===== config.mk =====
export PLATFORM = sky130hd
export DESIGN_NAME = cos_bus_master_flat
export DESIGN_NICKNAME = d
export VERILOG_FILES = /design/src/rtl/cos_bus_pkg.sv /design/src/rtl/cos_bus_master_if.sv /design/src/rtl/cos_phase_timer.sv /design/src/rtl/cos_bus_master.sv /design/src/flat_wrapper.sv
export SDC_FILE = /design/constraint.sdc
export NUM_CORES = 1
export LEC_CHECK = 0
export BUFFER_PORTS_ARGS = -buffer_cell sky130_fd_sc_hd__buf_2
export CAP_MARGIN = 20
export CORE_MARGIN = 2
export CORE_UTILIZATION = 50
export DETAILED_ROUTE_END_ITERATION = 10
export PLACE_DENSITY = 0.77
export SLEW_MARGIN = 10
export SYNTH_ARGS = -nofsm -noshare
export SYNTH_HDL_FRONTEND = slang
export SYNTH_SLANG_ARGS = --single-unit

===== constraint.sdc =====
create_clock -name clk -period 2.4 [get_ports clk]
set_input_delay 0.24 -clock clk [delete_from_list [all_inputs] [get_ports clk]]
set_output_delay 0.24 -clock clk [all_outputs]
set_load 0.01 [all_outputs]

===== src/rtl/cos_bus_pkg.sv =====
`default_nettype none
// ============================================================================
// cos_bus_pkg : shared phase numbering and request record for the COSMAC-style
//               bus master.
// Revision    : 1.0
// ============================================================================
package cos_bus_pkg;

  typedef logic [2:0] ph_t;

  localparam ph_t PH_TPA      = 3'd1;
  localparam ph_t PH_LOADDR   = 3'd3;
  localparam ph_t PH_DOE      = 3'd4;
  localparam ph_t PH_WR_FIRST = 3'd5;
  localparam ph_t PH_WR_LAST  = 3'd6;
  localparam ph_t PH_WAIT     = 3'd6;
  localparam ph_t PH_TPB      = 3'd7;

  typedef struct packed {
    logic        we;
    logic [15:0] addr;
    logic [7:0]  wdata;
  } cos_req_t;

endpackage
`default_nettype wire


===== src/rtl/cos_bus_master_if.sv =====
`default_nettype none
// ============================================================================
// cos_bus_master_if : host request port, response port and external memory
//                     bus of the COSMAC-style bus master.
// Revision          : 1.0
// ============================================================================
interface cos_bus_master_if;
  logic       clr_n;
  logic       nwait;
  logic       req_valid;
  logic       req_ready;
  logic       req_we;
  logic [15:0] req_addr;
  logic [7:0] req_wdata;
  logic       rsp_valid;
  logic       rsp_we;
  logic [7:0] rsp_rdata;
  logic       xclk;
  logic       tpa;
  logic       tpb;
  logic [7:0] ma;
  logic       nmrd;
  logic       nmwr;
  logic       db_oe;
  logic [7:0] db_do;
  logic [7:0] db_di;

  modport master (
    input  clr_n, nwait, req_valid, req_we, req_addr, req_wdata, db_di,
    output req_ready, rsp_valid, rsp_we, rsp_rdata,
    output xclk, tpa, tpb, ma, nmrd, nmwr, db_oe, db_do
  );

  modport slave (
    output clr_n, nwait, req_valid, req_we, req_addr, req_wdata, db_di,
    input  req_ready, rsp_valid, rsp_we, rsp_rdata,
    input  xclk, tpa, tpb, ma, nmrd, nmwr, db_oe, db_do
  );
endinterface
`default_nettype wire


===== src/rtl/cos_phase_timer.sv =====
`default_nettype none
// ============================================================================
// cos_phase_timer : bus-phase divider and 8-phase counter with wait hold at the
//                   end of phase 6 and clear from clr_n.
// Revision        : 1.0
// ============================================================================
module cos_phase_timer
  import cos_bus_pkg::*;
#(
  parameter int XCLK_DIV = 8
) (
  input  logic clk,
  input  logic resetn,
  input  logic i_clr_n,
  input  logic i_nwait,
  output ph_t  o_ph,
  output logic o_last,
  output ph_t  o_ph_nxt,
  output logic o_last_nxt,
  output logic o_xclk
);

  localparam int            DW         = $clog2(XCLK_DIV);
  localparam logic [DW-1:0] c_div_max  = DW'(XCLK_DIV - 1);
  localparam logic [DW-1:0] c_div_half = DW'(XCLK_DIV / 2);

  logic [DW-1:0] r_div;
  logic [DW-1:0] w_div_nxt;
  ph_t           r_ph;
  ph_t           w_ph_nxt;
  logic          r_xclk;
  logic          w_last;
  logic          w_hold;

  assign w_last = (r_div == c_div_max);
  assign w_hold = w_last && (r_ph == PH_WAIT) && !i_nwait;

  always_comb begin
    w_div_nxt = r_div;
    w_ph_nxt  = r_ph;
    if (!i_clr_n) begin
      w_div_nxt = '0;
      w_ph_nxt  = '0;
    end else if (!w_hold) begin
      if (w_last) begin
        w_div_nxt = '0;
        w_ph_nxt  = r_ph + 3'd1;
      end else begin
        w_div_nxt = r_div + DW'(1);
      end
    end
  end

  // xclk is registered from the next divider value so it lines up with the
  // registered strobes in the top level.
  always_ff @(posedge clk) begin
    if (!resetn) begin
      r_div  <= '0;
      r_ph   <= '0;
      r_xclk <= 1'b0;
    end else begin
      r_div  <= w_div_nxt;
      r_ph   <= w_ph_nxt;
      r_xclk <= (w_div_nxt >= c_div_half);
    end
  end

  assign o_ph       = r_ph;
  assign o_last     = w_last;
  assign o_ph_nxt   = w_ph_nxt;
  assign o_last_nxt = (w_div_nxt == c_div_max);
  assign o_xclk     = r_xclk;

endmodule
`default_nettype wire


===== src/rtl/cos_bus_master.sv =====
`default_nettype none
// ============================================================================
// cos_bus_master : COSMAC-style bus initiator; turns host requests into timed
//                  machine cycles (TPA/TPB, muxed MA, /MRD, /MWR, data bus).
// Revision       : 1.0
// ============================================================================
module cos_bus_master
  import cos_bus_pkg::*;
#(
  parameter int XCLK_DIV = 8
) (
  input  logic                 clk,
  input  logic                 resetn,
  cos_bus_master_if.master     bus
);

  ph_t  w_ph;
  ph_t  w_ph_nxt;
  logic w_last;
  logic w_last_nxt;
  logic w_xclk;

  cos_phase_timer #(
    .XCLK_DIV (XCLK_DIV)
  ) u_timer (
    .clk        (clk),
    .resetn     (resetn),
    .i_clr_n    (bus.clr_n),
    .i_nwait    (bus.nwait),
    .o_ph       (w_ph),
    .o_last     (w_last),
    .o_ph_nxt   (w_ph_nxt),
    .o_last_nxt (w_last_nxt),
    .o_xclk     (w_xclk)
  );

  cos_req_t   r_req;
  cos_req_t   w_req_nxt;
  cos_req_t   w_req_in;
  logic       r_act;
  logic       w_act_nxt;
  logic       w_end;
  logic       w_acc;
  logic       r_ready;

  logic       r_tpa, r_tpb, r_nmrd, r_nmwr, r_oe;
  logic [7:0] r_ma, r_do;
  logic       w_tpa, w_tpb, w_nmrd, w_nmwr, w_oe;
  logic [7:0] w_ma, w_do;

  logic       r_rsp_valid;
  logic       r_rsp_we;
  logic [7:0] r_rsp_rdata;

  assign w_req_in = '{we: bus.req_we, addr: bus.req_addr, wdata: bus.req_wdata};

  assign bus.req_ready = r_ready && bus.clr_n && resetn;
  assign w_acc         = bus.req_valid && bus.req_ready;
  assign w_end         = (w_ph == PH_TPB) && w_last && bus.clr_n;

  // The cycle that starts on this edge takes the request accepted right now,
  // so strobes for phase 0 already reflect it.
  always_comb begin
    w_act_nxt = r_act;
    w_req_nxt = r_req;
    if (!bus.clr_n) begin
      w_act_nxt = 1'b0;
    end else if (w_end) begin
      w_act_nxt = w_acc;
      if (w_acc) begin
        w_req_nxt = w_req_in;
      end
    end
  end

  always_comb begin
    w_tpa  = (w_ph_nxt == PH_TPA);
    w_tpb  = (w_ph_nxt == PH_TPB);
    w_nmrd = 1'b1;
    w_nmwr = 1'b1;
    w_ma   = '0;
    w_oe   = 1'b0;
    w_do   = '0;
    if (w_act_nxt) begin
      w_ma = (w_ph_nxt < PH_LOADDR) ? w_req_nxt.addr[15:8] : w_req_nxt.addr[7:0];
      if (w_req_nxt.we) begin
        if (w_ph_nxt >= PH_DOE) begin
          w_oe = 1'b1;
          w_do = w_req_nxt.wdata;
        end
        if ((w_ph_nxt >= PH_WR_FIRST) && (w_ph_nxt <= PH_WR_LAST)) begin
          w_nmwr = 1'b0;
        end
      end else begin
        w_nmrd = 1'b0;
      end
    end
  end

  always_ff @(posedge clk) begin
    if (!resetn) begin
      r_act   <= 1'b0;
      r_req   <= '0;
      r_ready <= 1'b0;
      r_tpa   <= 1'b0;
      r_tpb   <= 1'b0;
      r_nmrd  <= 1'b1;
      r_nmwr  <= 1'b1;
      r_ma    <= '0;
      r_oe    <= 1'b0;
      r_do    <= '0;
    end else begin
      r_act   <= w_act_nxt;
      r_req   <= w_req_nxt;
      r_ready <= bus.clr_n && (w_ph_nxt == PH_TPB) && w_last_nxt;
      r_tpa   <= w_tpa;
      r_tpb   <= w_tpb;
      r_nmrd  <= w_nmrd;
      r_nmwr  <= w_nmwr;
      r_ma    <= w_ma;
      r_oe    <= w_oe;
      r_do    <= w_do;
    end
  end

  always_ff @(posedge clk) begin
    if (!resetn) begin
      r_rsp_valid <= 1'b0;
      r_rsp_we    <= 1'b0;
      r_rsp_rdata <= '0;
    end else begin
      r_rsp_valid <= 1'b0;
      if (w_end && r_act) begin
        r_rsp_valid <= 1'b1;
        r_rsp_we    <= r_req.we;
        r_rsp_rdata <= r_req.we ? 8'h00 : bus.db_di;
      end
    end
  end

  assign bus.rsp_valid = r_rsp_valid;
  assign bus.rsp_we    = r_rsp_we;
  assign bus.rsp_rdata = r_rsp_rdata;
  assign bus.xclk      = w_xclk;
  assign bus.tpa       = r_tpa;
  assign bus.tpb       = r_tpb;
  assign bus.ma        = r_ma;
  assign bus.nmrd      = r_nmrd;
  assign bus.nmwr      = r_nmwr;
  assign bus.db_oe     = r_oe;
  assign bus.db_do     = r_do;

endmodule
`default_nettype wire

===== src/flat_wrapper.sv =====
// flat-port wrapper written by rule: the top's interface ports become plain ports
module cos_bus_master_flat import cos_bus_pkg::*;
#(
  parameter int XCLK_DIV = 8
)
  (clk, resetn, bus_clr_n, bus_nwait, bus_req_valid, bus_req_we, bus_req_addr, bus_req_wdata, bus_db_di, bus_req_ready, bus_rsp_valid, bus_rsp_we, bus_rsp_rdata, bus_xclk, bus_tpa, bus_tpb, bus_ma, bus_nmrd, bus_nmwr, bus_db_oe, bus_db_do);
  cos_bus_master_if bus_i ();
  input  logic clk;
  input  logic resetn;
  input wire logic [$bits(bus_i.clr_n)-1:0] bus_clr_n;
  input wire logic [$bits(bus_i.nwait)-1:0] bus_nwait;
  input wire logic [$bits(bus_i.req_valid)-1:0] bus_req_valid;
  input wire logic [$bits(bus_i.req_we)-1:0] bus_req_we;
  input wire logic [$bits(bus_i.req_addr)-1:0] bus_req_addr;
  input wire logic [$bits(bus_i.req_wdata)-1:0] bus_req_wdata;
  input wire logic [$bits(bus_i.db_di)-1:0] bus_db_di;
  output wire logic [$bits(bus_i.req_ready)-1:0] bus_req_ready;
  output wire logic [$bits(bus_i.rsp_valid)-1:0] bus_rsp_valid;
  output wire logic [$bits(bus_i.rsp_we)-1:0] bus_rsp_we;
  output wire logic [$bits(bus_i.rsp_rdata)-1:0] bus_rsp_rdata;
  output wire logic [$bits(bus_i.xclk)-1:0] bus_xclk;
  output wire logic [$bits(bus_i.tpa)-1:0] bus_tpa;
  output wire logic [$bits(bus_i.tpb)-1:0] bus_tpb;
  output wire logic [$bits(bus_i.ma)-1:0] bus_ma;
  output wire logic [$bits(bus_i.nmrd)-1:0] bus_nmrd;
  output wire logic [$bits(bus_i.nmwr)-1:0] bus_nmwr;
  output wire logic [$bits(bus_i.db_oe)-1:0] bus_db_oe;
  output wire logic [$bits(bus_i.db_do)-1:0] bus_db_do;
  assign bus_i.clr_n = bus_clr_n;
  assign bus_i.nwait = bus_nwait;
  assign bus_i.req_valid = bus_req_valid;
  assign bus_i.req_we = bus_req_we;
  assign bus_i.req_addr = bus_req_addr;
  assign bus_i.req_wdata = bus_req_wdata;
  assign bus_i.db_di = bus_db_di;
  assign bus_req_ready = bus_i.req_ready;
  assign bus_rsp_valid = bus_i.rsp_valid;
  assign bus_rsp_we = bus_i.rsp_we;
  assign bus_rsp_rdata = bus_i.rsp_rdata;
  assign bus_xclk = bus_i.xclk;
  assign bus_tpa = bus_i.tpa;
  assign bus_tpb = bus_i.tpb;
  assign bus_ma = bus_i.ma;
  assign bus_nmrd = bus_i.nmrd;
  assign bus_nmwr = bus_i.nmwr;
  assign bus_db_oe = bus_i.db_oe;
  assign bus_db_do = bus_i.db_do;
  cos_bus_master #(.XCLK_DIV(XCLK_DIV)) u_core (.clk(clk), .resetn(resetn), .bus(bus_i));
endmodule

==> results_dict.tcl <==
set metrics [dict create \
    drive_gt1_share_pct 30.60 \
    critical_path.max_fanout 8 \
    numCtsBuffers 9 \
    hold_class "input pin to flip-flop" \
    multi_input_area_um2 1071 \
    crit_start "u_core.u_timer.r_div[0]" \
    crit_chain "ha_1 -> ha_1 -> buf_4 -> mux2i_1 -> a21boi_1 -> a41oi_2 -> buf_4 -> mux2_1 -> a21oi_1" \
    rsz0062_at_grt "false" \
    cts_buffer_depth 2 \
    post-route-util_pct 65.38 \
    synth.area.mux_share_pct 14.38 \
    crit_buf_inv 2 \
    p_leak_nw 1.571 \
    fin_crit_sh_pct 92.42 \
    min_to "u_core.r_req[19]" \
    fin_area_um2 3088 \
    num_antenna_cells 0 \
    cp_slowest_cell "dfxtp_1" \
    yosys.area_share.adder_pct 3.082 \
    hold_slack_ns 0.1578 \
    track_usage_pct 19.12 \
    place_area_um2 2855 \
    routed_wl_mm 4.893 \
    synth_top_family_by_area "simple AND/OR/NAND/NOR gates" \
    worst_pin_slew_ns 0.4184 \
    portBuffers 70 \
    final_hold_viol_count 0 \
    r2r_slack_ns 0.18 \
    cp_top_family "multiplexers" \
    placementRows 25 \
    ir_drop_uv 352.3 \
    timing.rr.end "u_core.bus.ma[6]" \
    slew_headroom_pct 72.07 \
    clock_sink_count 64 \
    crit_type "flip-flop to flip-flop" \
    dr.pass1.iters 4 \
    final_nets 356 \
    max_freq_mhz 450.9 \
    initial_core_util_pct 51.58 \
    grt_max_degree 33 \
    synthCells 238 \
    syn_nets 282 \
    fin_crit_ns 2.218 \
    synth-compound-area-share_pct 8.218 \
    final_cells 384 \
    antenna_found_initial 0 \
    r2r_cells 9 \
    hp-start "bus_req_addr[11]" \
    placedCellCount 368 \
    wl_per_cell_um 12.74 \
    cts_root_buffer "clkbuf_8" \
    tns_ns 0 \
    clkLatencyLatePin_ns 0.33 \
    die-width_um 73.80 \
    remaining_drc_errors 0 \
    hold_buffers 0 \
    avgSynthCellArea_um2 10.24 \
    powerDensity_nw_per_um2 695.7 \
    grt_pass1_vias 1768 \
    vias 1907 \
    yosys.area_share.simple_pct 18.08 \
    die_h_um 73.80 \
    grt_first_pass_wirelength_mm 7.845 \
    regArea_um2 1281 \
    end_kind "flip-flop" \
    cts_tree "built" \
    hpwl_mm 3.415 \
    fin_skew_ns 0.009346 \
    gp_congestion 0.8414 \
    antenna_left 0 \
    arrival_ns 2.48 \
    hold_depth 3 \
    drv_cap 0 \
    overflow 0 \
    clk_pin_slew_ns 0.07 \
    design.die.area_um2 5446 \
    synthDistinctLibCells 40 \
    fillerInstances 398 \
    via_per_inst 4.966 \
    ys_warn_count 0 \
    core_um2 4723 \
    synth_area_um2 2436 \
    drtIter0Drc 87 \
    cpPeakStageDelay_ns 0.37 \
    finalSetupViolCount 0 \
    slew_violations 0 \
    timing.rr.start "u_core.u_timer.r_div[0]" \
    synth_xor_area_share_pct 0 \
    ys_seq_area_share_pct 52.59 \
    synth_seq_cells 64 \
    status "finished, final reports clean" \
    syn_to_final_growth_pct 26.76 \
    crit_required_ns 2.66 \
    pin_count 71 \
    htreeDepth 3 \
    startpoint_type "flip-flop" \
]
-- report_power, final --
part | switching (mW) | total [mW] | leakage (nW) | internal (mW)
clock | 0.410 | 1.03 | 0.117 | 0.618
sequential | 0.00138 | 1.06 | 0.516 | 1.06
combinational | 0.0268 | 0.0559 | 0.938 | 0.0291
-- through the flow --
step / power [mW] / setup WS, ns
after floorplan: 1.108 / 0.3224
after global placement: 1.144 / 0.2515
after detailed placement: 1.144 / 0.1415
after CTS: 2.165 / 0.1317
after global routing: 2.220 / 0.002245
final: 2.148 / 0.1820
-- cells in the final DEF (no fill, tap or decap), types with 6 or more instances in the layout --
cell      synthesis  final
nand2_1          10     10
buf_2             2     70
dfxtp_1          64     64
nor3b_1           8      8
mux2i_1          26     26
nor2_1           44     44
clkbuf_8          0     10
a21oi_1          19     19
mux2_1            8      8
ha_1              6      6
-- cell families after synthesis --
| group | count (synthesis) |
|---|---|
| mux | 34 |
| simple gates | 86 |
| flops | 64 |
| compound gates | 31 |
| fa+ha+maj | 6 |
| buf+inv | 17 |
-- repair_timing --
action                                 4_1_cts  5_1_grt
resized for setup                            0        1
setup endpoints to repair                    0        1
buffers inserted                             0        0
endpoints found under the hold margin        0        0
-- Yosys cell counts (all sizes together) --
| cell type | instances | share of area, % |
|---|---|---|
| nand2b | 4 | 1.0 |
| dfxtp | 64 | 53 |
| a211oi | 2 | 0.62 |
| or3 | 1 | 0.26 |
| clkinv | 1 | 0.15 |
| nor2b | 1 | 0.26 |
| mux2 | 8 | 3.7 |
| nand4 | 2 | 0.51 |
| o22a | 1 | 0.36 |
| nand4b | 3 | 1.7 |
| nor4 | 1 | 0.26 |
| or3b | 1 | 0.36 |
| and4b | 1 | 0.41 |
| a21o | 2 | 0.62 |
| nor3 | 2 | 0.41 |
| a21oi | 19 | 3.9 |
| and2 | 2 | 0.51 |
| a221oi | 1 | 0.36 |
| nand3b | 1 | 0.31 |
| o21ai | 1 | 0.21 |
| a21boi | 1 | 0.31 |
| and3 | 1 | 0.26 |
| o211ai | 1 | 0.51 |
| nand3 | 2 | 0.41 |
| nor3b | 8 | 2.5 |
| a41oi | 1 | 0.67 |
| o32ai | 1 | 0.36 |
| buf | 6 | 2.0 |
| mux2i | 26 | 11 |
| nor2 | 44 | 6.8 |
| nand2 | 11 | 1.8 |
| o21bai | 1 | 0.31 |
| clkbuf | 7 | 1.1 |
| inv | 3 | 0.46 |
| ha | 6 | 3.1 |
| and3b | 1 | 0.36 |
-- state kept, by name (all words and copies together) (netlist names) --
| signal | count |
|---|---|
| u_core.bus.db_do | 8 |
| u_core.bus.db_oe | 1 |
| u_core.bus.ma | 8 |
| u_core.bus.nmrd | 1 |
| u_core.bus.nmwr | 1 |
| u_core.bus.rsp_rdata | 8 |
| u_core.bus.rsp_valid | 1 |
| u_core.bus.rsp_we | 1 |
| u_core.bus.tpa | 1 |
| u_core.bus.tpb | 1 |
| u_core.r_act | 1 |
| u_core.r_ready | 1 |
| u_core.r_req | 25 |
| u_core.u_timer.o_ph | 3 |
| u_core.u_timer.r_div | 3 |
-- tightest hold or removal path: stages --
cell     delay, ns
buf_2         0.08
mux2i_1       0.06
nor2_1        0.08
-- how the worst max path moves through the flow --
stage / slack, ns / cells after the start / endpoint
4_1_cts: 0.13 / 8 / u_core.bus.ma[6]
3_3_place_gp: 0.25 / 9 / u_core.bus.ma[5]
3_5_place_dp: 0.14 / 8 / u_core.bus.ma[6]
2_1_floorplan: 0.32 / 10 / u_core.bus.ma[0]
6_report: 0.18 / 9 / u_core.bus.ma[6]
5_1_grt: 0.002 / 9 / u_core.bus.ma[6]
-- layout make-up --
| class | count | area share, % |
|---|---|---|
| clock inverters | 6 | 2.958 |
| multi-input cells | 157 | 34.68 |
| inverters | 4 | 0.4862 |
| clock buffers | 10 | 4.457 |
| flip-flops and latches | 64 | 41.49 |
| well taps | 67 | 2.715 |
| repair buffers | 76 | 13.21 |
-- layer usage --
metal  wire (µm)  GRT usage, %  vias up
met5           0             0        -
met4          82         8.687        0
met3         253         4.664        7
met2        2330         30.16       56
met1        2227         24.62      873
li1            -             -      971
Note: power is estimated with default switching activity, not from simulation.
